<file path="src/rtl/fetch_align_buffer_pkg.sv">
// Shared constants, bus payload structs and helpers for the fetch align buffer.
package fetch_align_buffer_pkg;

  // Canonical nop (addi x0, x0, 0) presented to decode when no instruction is ready
  localparam logic [31:0] nop_instr = 32'h0000_0013;

  // Width-independent request/control signals entering the buffer
  typedef struct packed {
    logic        fetch_valid;
    logic [31:0] fetch_addr;
    logic        flush;
    logic [31:0] flush_pc;
    logic        instr_ready;
  } fetch_buffer_in_type;

  // Signals presented to the fetch unit and the decode stage
  typedef struct packed {
    logic        fetch_ready;
    logic        instr_valid;
    logic [31:0] instr;
    logic [31:0] instr_pc;
    logic [31:0] instr_npc;
    logic        instr_compressed;
    logic [31:0] exp_addr;
  } fetch_buffer_out_type;

  // A halfword starts a 16-bit instruction unless its two low bits are 2'b11
  function automatic logic is_compressed(input logic [1:0] lsb);
    return lsb != 2'b11;
  endfunction

endpackage

</file>
<file path="src/rtl/fetch_buffer_ram.sv">
// Halfword storage ring for the fetch align buffer.
// Ports:
//   clock             - clock
//   wr_en             - write one fetch word this cycle
//   wr_ptr            - ring slot receiving the first kept halfword
//   wr_skip           - number of leading halfwords of wr_data to drop
//   wr_data           - fetch word, little-endian halfwords
//   rd_ptr            - head slot
//   rd_data0/rd_data1 - halfwords at rd_ptr and rd_ptr+1 (wrapping)
module fetch_buffer_ram #(
  parameter  int unsigned DEPTH  = 8,
  parameter  int unsigned WR_HW  = 2,
  localparam int unsigned PTR_W  = $clog2(DEPTH),
  localparam int unsigned SKIP_W = (WR_HW > 1) ? $clog2(WR_HW) : 1
) (
  input  logic                  clock,
  input  logic                  wr_en,
  input  logic [PTR_W-1:0]      wr_ptr,
  input  logic [SKIP_W-1:0]     wr_skip,
  input  logic [16*WR_HW-1:0]   wr_data,
  input  logic [PTR_W-1:0]      rd_ptr,
  output logic [15:0]           rd_data0,
  output logic [15:0]           rd_data1
);

  logic [15:0] mem [DEPTH];

  // Halfword i of the word lands at wr_ptr + (i - skip); pointer width wraps the ring
  always_ff @(posedge clock) begin
    if (wr_en) begin
      for (int i = 0; i < int'(WR_HW); i++) begin
        if (i >= int'(wr_skip)) begin
          mem[wr_ptr + PTR_W'(i) - PTR_W'(wr_skip)] <= wr_data[16*i +: 16];
        end
      end
    end
  end

  assign rd_data0 = mem[rd_ptr];
  assign rd_data1 = mem[rd_ptr + PTR_W'(1)];

endmodule

</file>
<file path="src/rtl/fetch_align_buffer.sv">
// Halfword instruction queue between imem responses and decode. Re-aligns
// aligned fetch words into 16/32-bit instructions, absorbs decode stalls,
// handles instructions straddling fetch words and drops stale responses.
// Ports:
//   clock, reset          - clock, asynchronous active-high reset
//   fetch_valid/addr/rdata- imem response word
//   fetch_ready           - room for one full fetch word
//   flush, flush_pc       - redirect and its 2-byte aligned target
//   instr_ready           - decode consumes the head instruction
//   instr_valid, instr    - head instruction (nop_instr when not valid)
//   instr_pc, instr_npc   - pc of head and pc of the following instruction
//   instr_compressed      - head instruction is 16-bit
//   exp_addr              - next fetch address the buffer will accept
//   count                 - occupied halfwords
module fetch_align_buffer
  import fetch_align_buffer_pkg::*;
#(
  parameter int unsigned FETCH_BYTES = 4,
  parameter int unsigned DEPTH       = 8,
  parameter logic [31:0] RESET_PC    = 32'h0
) (
  input  logic                     clock,
  input  logic                     reset,
  input  logic                     fetch_valid,
  input  logic [31:0]              fetch_addr,
  input  logic [8*FETCH_BYTES-1:0] fetch_rdata,
  output logic                     fetch_ready,
  input  logic                     flush,
  input  logic [31:0]              flush_pc,
  input  logic                     instr_ready,
  output logic                     instr_valid,
  output logic [31:0]              instr,
  output logic [31:0]              instr_pc,
  output logic [31:0]              instr_npc,
  output logic                     instr_compressed,
  output logic [31:0]              exp_addr,
  output logic [$clog2(DEPTH):0]   count
);

  localparam int unsigned HW_PER_WORD = FETCH_BYTES / 2;
  localparam int unsigned PTR_W       = $clog2(DEPTH);
  localparam int unsigned CNT_W       = PTR_W + 1;
  localparam int unsigned OFF_W       = $clog2(FETCH_BYTES);
  localparam int unsigned SKIP_W      = OFF_W - 1;
  localparam logic [31:0] ALIGN_MASK  = ~(32'(FETCH_BYTES) - 32'd1);
  localparam logic [SKIP_W-1:0] RESET_SKIP = RESET_PC[OFF_W-1:1];

  fetch_buffer_in_type  fb_in;
  fetch_buffer_out_type fb_out;

  logic [PTR_W-1:0]  rd_ptr_q, rd_ptr_d;
  logic [PTR_W-1:0]  wr_ptr_q, wr_ptr_d;
  logic [CNT_W-1:0]  count_q, count_d;
  logic [31:0]       head_pc_q, head_pc_d;
  logic [31:0]       exp_addr_q, exp_addr_d;
  logic [SKIP_W-1:0] skip_q, skip_d;

  logic [15:0]      rd_hw0, rd_hw1;
  logic             head_valid, head_is_c;
  logic             accept, pop;
  logic [CNT_W-1:0] pushed, popped;

  // Group the width-independent inputs
  always_comb begin : pack_inputs
    fb_in             = '0;
    fb_in.fetch_valid = fetch_valid;
    fb_in.fetch_addr  = fetch_addr;
    fb_in.flush       = flush;
    fb_in.flush_pc    = flush_pc;
    fb_in.instr_ready = instr_ready;
  end

  fetch_buffer_ram #(
    .DEPTH (DEPTH),
    .WR_HW (HW_PER_WORD)
  ) u_ram (
    .clock    (clock),
    .wr_en    (accept),
    .wr_ptr   (wr_ptr_q),
    .wr_skip  (skip_q),
    .wr_data  (fetch_rdata),
    .rd_ptr   (rd_ptr_q),
    .rd_data0 (rd_hw0),
    .rd_data1 (rd_hw1)
  );

  // Head decode from registered state only; a 32-bit head needs both halves present
  always_comb begin : head_decode
    head_is_c  = (count_q != '0) & is_compressed(rd_hw0[1:0]);
    head_valid = head_is_c | (count_q >= CNT_W'(2));

    fb_out                  = '0;
    fb_out.fetch_ready      = (CNT_W'(DEPTH) - count_q) >= CNT_W'(HW_PER_WORD);
    fb_out.instr_valid      = head_valid;
    fb_out.instr            = nop_instr;
    if (head_valid) begin
      fb_out.instr = head_is_c ? {16'h0000, rd_hw0} : {rd_hw1, rd_hw0};
    end
    fb_out.instr_pc         = head_pc_q;
    fb_out.instr_npc        = head_pc_q + (head_is_c ? 32'd2 : 32'd4);
    fb_out.instr_compressed = head_is_c;
    fb_out.exp_addr         = exp_addr_q;
  end

  // Next state: flush overrides push and pop; fetch_ready was computed before any pop
  always_comb begin : next_state
    rd_ptr_d   = rd_ptr_q;
    wr_ptr_d   = wr_ptr_q;
    count_d    = count_q;
    head_pc_d  = head_pc_q;
    exp_addr_d = exp_addr_q;
    skip_d     = skip_q;

    accept = fb_in.fetch_valid & fb_out.fetch_ready &
             (fb_in.fetch_addr == exp_addr_q) & ~fb_in.flush;
    pop    = fb_out.instr_valid & fb_in.instr_ready & ~fb_in.flush;
    pushed = accept ? (CNT_W'(HW_PER_WORD) - CNT_W'(skip_q)) : '0;
    popped = pop ? (head_is_c ? CNT_W'(1) : CNT_W'(2)) : '0;

    if (fb_in.flush) begin
      count_d    = '0;
      rd_ptr_d   = wr_ptr_q;
      head_pc_d  = fb_in.flush_pc;
      exp_addr_d = fb_in.flush_pc & ALIGN_MASK;
      skip_d     = fb_in.flush_pc[OFF_W-1:1];
    end else begin
      wr_ptr_d = wr_ptr_q + PTR_W'(pushed);
      rd_ptr_d = rd_ptr_q + PTR_W'(popped);
      count_d  = count_q + pushed - popped;
      if (pop) begin
        head_pc_d = fb_out.instr_npc;
      end
      if (accept) begin
        exp_addr_d = exp_addr_q + 32'(FETCH_BYTES);
        skip_d     = '0;
      end
    end
  end

  // State registers
  always_ff @(posedge clock or posedge reset) begin
    if (reset) begin
      rd_ptr_q   <= '0;
      wr_ptr_q   <= '0;
      count_q    <= '0;
      head_pc_q  <= RESET_PC;
      exp_addr_q <= RESET_PC & ALIGN_MASK;
      skip_q     <= RESET_SKIP;
    end else begin
      rd_ptr_q   <= rd_ptr_d;
      wr_ptr_q   <= wr_ptr_d;
      count_q    <= count_d;
      head_pc_q  <= head_pc_d;
      exp_addr_q <= exp_addr_d;
      skip_q     <= skip_d;
    end
  end

  assign fetch_ready      = fb_out.fetch_ready;
  assign instr_valid      = fb_out.instr_valid;
  assign instr            = fb_out.instr;
  assign instr_pc         = fb_out.instr_pc;
  assign instr_npc        = fb_out.instr_npc;
  assign instr_compressed = fb_out.instr_compressed;
  assign exp_addr         = fb_out.exp_addr;
  assign count            = count_q;

endmodule

</file>
<file path="config.mk">
export PLATFORM = sky130hd
export DESIGN_NAME = fetch_align_buffer
export DESIGN_NICKNAME = d
export VERILOG_FILES = /design/src/rtl/fetch_align_buffer_pkg.sv /design/src/rtl/fetch_buffer_ram.sv /design/src/rtl/fetch_align_buffer.sv
export SDC_FILE = /design/constraint.sdc
export NUM_CORES = 1
export LEC_CHECK = 0
export ABC_AREA = 1
export CAP_MARGIN = 20
export CELL_PAD_IN_SITES_DETAIL_PLACEMENT = 1
export CELL_PAD_IN_SITES_GLOBAL_PLACEMENT = 2
export CORE_MARGIN = 5
export CORE_UTILIZATION = 30
export DETAILED_ROUTE_END_ITERATION = 6
export PLACE_DENSITY_LB_ADDON = 0.3
export SYNTH_ARGS = -nofsm -noshare
export SYNTH_HDL_FRONTEND = slang
export SYNTH_SLANG_ARGS = --single-unit
</file>
<file path="constraint.sdc">
create_clock -name clock -period 10.1 [get_ports clock]
set_input_delay 2.02 -clock clock [delete_from_list [all_inputs] [get_ports clock]]
set_output_delay 2.02 -clock clock [all_outputs]
set_load 0.01 [all_outputs]
</file>
==> metrics.md <==
| Metric | Value |
|---|---|
| Number of port buffers | 233 |
| Layout cell share with drive strength beyond 1 | 0.0599 |
| Placed cell area | 0.0180 mm^2 |
| Post-layout worst setup margin | 2.15 ns |
| Worst Setup Path Type | reg2out |
| Final setup skew | 0.0321 ns |
| Clock sinks | 201 |
| Clock transition at path regs | 0.06 ns |
| Fin crit period | 7.95 ns |
| Top cells by area, synth | edfxtp_1 25%, nand2_1 21%, dfrtp_1 12%, nand4_1 6.0%, nor2_1 3.9% |
| Pre-CTS setup slack | 2.78 ns |
| LEAKAGE | 8.36 nW |
| Clock Tree Buf Depth | 3 |
| Yosys cell types | 47 |
| P per Cell Area | 207 mW/mm^2 |
| Final #Nets | 2473 |
| Count leader, synth | nand2_1 |
| Post-synth EDFFs | 128 |
| Worst Setup SP | rd_ptr_q[0] |
| Drc violations | 0 |
| Mapped cell area | 0.0155 mm^2 |
| Final TNS setup | 0 ns |
| Asr flop ratio synth | 0.363 |
| F_max | 126 MHz |
| Largest net degree at the start of global routing | 104 |
| Pre-antenna DRT Iters | 7 |
| Vias in the first global route | 16968 |
| Crit path buf inv count | 3 |
| CP Launch Type | flip-flop |
| Fin. max-slew vios | 0 |
| Synth cell count leaders | 875 x nand2_1, 162 x nor2_1, 148 x nand4_1 |
| Slew margin rel. | 0.246 |
| Main flop type after synthesis | edfxtp_1 |
| Final Hold Fails | 0 |
| Hold path start | instr_pc[0] |
| Initial antenna violation count | 11 |
| Yosys reg bits | 201 |
| RSZ-0062 raised after global routing | false |
| Maximum fanout along the worst path | 54 |
| Die ar. | 0.0562 mm^2 |
| Drt wl/cell | 22.7 um |
| Max incr delay on CP | 0.92 ns |
| First-pass GRT wire length | 105000 um |
| Grt total ovfl | 0 |
| Root Driver | clkbuf_16 |
| Core footprint | 0.0512 mm^2 |
| Routed WL | 69400 um |
| Routed via count | 16230 |
| Final period util | 0.787 |
| Chip width | 237 um |
| Worst path top cell family by delay | buffers and inverters |
| Synth Warn # | 0 |
| CTS tree | built |
| Power Total | 3.91 mW |
| DR iter-0 viols | 951 |
| Post-cts hold buffer count | 0 |
| GRT Total Usage | 0.237 |
| CP Capture Type | primary output |
| Max-cap viol count | 0 |
| Vias per cell | 5.32 |
| Chip height | 237 um |
| Status | completed |
| Crit path cell chain | clkinv_2 -> nand2_1 -> nand3_1 -> nand2_1 -> nand2_1 -> nand2_1 -> nand2_1 -> nand2_2 -> clkinv_1 -> ha_1 -> fa_1 -> nand2_1 -> nor2_1 -> nand2_1 -> nor2_1 -> nand3_1 -> xor2_1 -> clkdlybuf4s50_1 |
| Initial Util | 0.302 |
| Area Growth Syn to Fin | 22.3% |
| Total CTS buffers | 27 |
| Post-CTS Setup Inserts | 0 |
| Synth Instances | 2218 |
| Synth top area share | 0.249 |
| Arr. time, crit path | 5.93 ns |
| Slowest stage cell, crit path | dfrtp_2 |
| Post-route cell area | 0.0189 mm^2 |
| Critical Path RT | 8.08 ns |
| GPL Wtd Cong | 0.869 |
| Clock latency at the later pin of the worst-skew pair | 0.58 ns |
| Worst min-delay path category | reg2reg |
| CTS resizes | 0 |
| Post-route ant nets | 0 |
| Peak VDD IR | 116 uV |
| Syn Area/Cell | 6.97 um^2 |
| Worst path most repeated cell | nand2_1 |
| Final setup viols | 0 |
| Row count | 83 |
| IO Pins | 236 |
| R2r startpoint | rd_ptr_q[0] |
| Slew @ Worst Pin | 1.13 ns |
| Yosys top cell by area | edfxtp_1 |
| H-tree depth | 1 |
| Hpwl dp | 49200 um |
| Register area share after synthesis | 0.367 |
[routing by layer]
layer | global-route usage | share of wire
met3 | 0.0391 | 0.057
met4 | 0.0694 | 0.027
met2 | 0.415 | 0.49
met5 | 0 | 0.0015
met1 | 0.302 | 0.42
[tightest hold or removal path, cell delays in order, from the launching register on]
cell and delay (ns):
dfrtp_1 0.36, nand2_1 0.06, nand2_1 0.06
[power breakdown]
part | switching [mW] | leakage [nW] | internal, mW | total (mW)
registers | 0.150 | 2.07 | 0.947 | 1.10
logic | 1.12 | 5.88 | 0.773 | 1.89
clock network | 0.397 | 0.406 | 0.526 | 0.923
[sequential cells by signal, indices dropped and copies added, names as in the netlist]
| name | count |
|---|---|
| count | 4 |
| exp_addr | 30 |
| instr_pc | 32 |
| rd_ptr_q | 3 |
| skip_q | 1 |
| u_ram.mem | 128 |
| wr_ptr_q | 3 |
[worst paths after layout]
check	to	slack (ns)	cells past startpoint
worst max-delay path	instr_npc[19]	2.15	18
worst min-delay path	instr_pc[0]	0.52	2
worst max register to register	count[3]	4.63	20
worst min register to register	instr_pc[0]	0.52	2
max in group asynchronous	exp_addr[10]	7.69	4
min in group asynchronous	instr_pc[24]	1.79	3
[cell families after synthesis]
logic type,after synthesis,synth area share
buffers and inverters,320,0.0978
XOR/XNOR,48,0.0272
AND/OR/NAND/NOR,1364,0.385
flip-flops,201,0.367
adder cells (fa/ha/maj),23,0.0210
AO/OA/AOI/OAI,261,0.102
other,1,0.000243
[cell usage in the layout (no fill, tap or decap), types with 19 or more instances in the layout]
master / netlist / routed
nand4_1: 148 / 148
dfrtp_1: 73 / 72
clkdlybuf4s50_1: 0 / 232
nand3_1: 89 / 89
clkbuf_16: 0 / 28
nand2_1: 875 / 875
inv_1: 143 / 141
edfxtp_1: 128 / 128
o21ai_0: 113 / 113
a21oi_1: 74 / 73
o21ai_2: 19 / 19
nor2_1: 162 / 162
buf_4: 9 / 28
o221ai_1: 26 / 26
xor2_1: 32 / 32
nor3_1: 43 / 43
[per-stage QoR]
step / hold WS (ns) / utilization / instances
floorplan: 0.521 / - / 2219
global placement: 0.482 / 0.350 / 2994
detailed placement: 0.505 / 0.351 / 2996
CTS: 0.519 / 0.368 / 3045
global route: 0.559 / 0.369 / 3051
finish: 0.516 / 0.369 / 3052
[area by class of cell]
type,count,area [um^2]
Timing Repair Buffer,267,2680
Clock inverter,13,72.6
Inverter,154,588
Sequential cell,201,5670
Antenna cell,3,7.51
Tap cell,680,851
Clock buffer,36,761
Fill cell,6410,32300
Multi-Input combinational cell,1698,8290
Power figures use the tool's default switching activity.
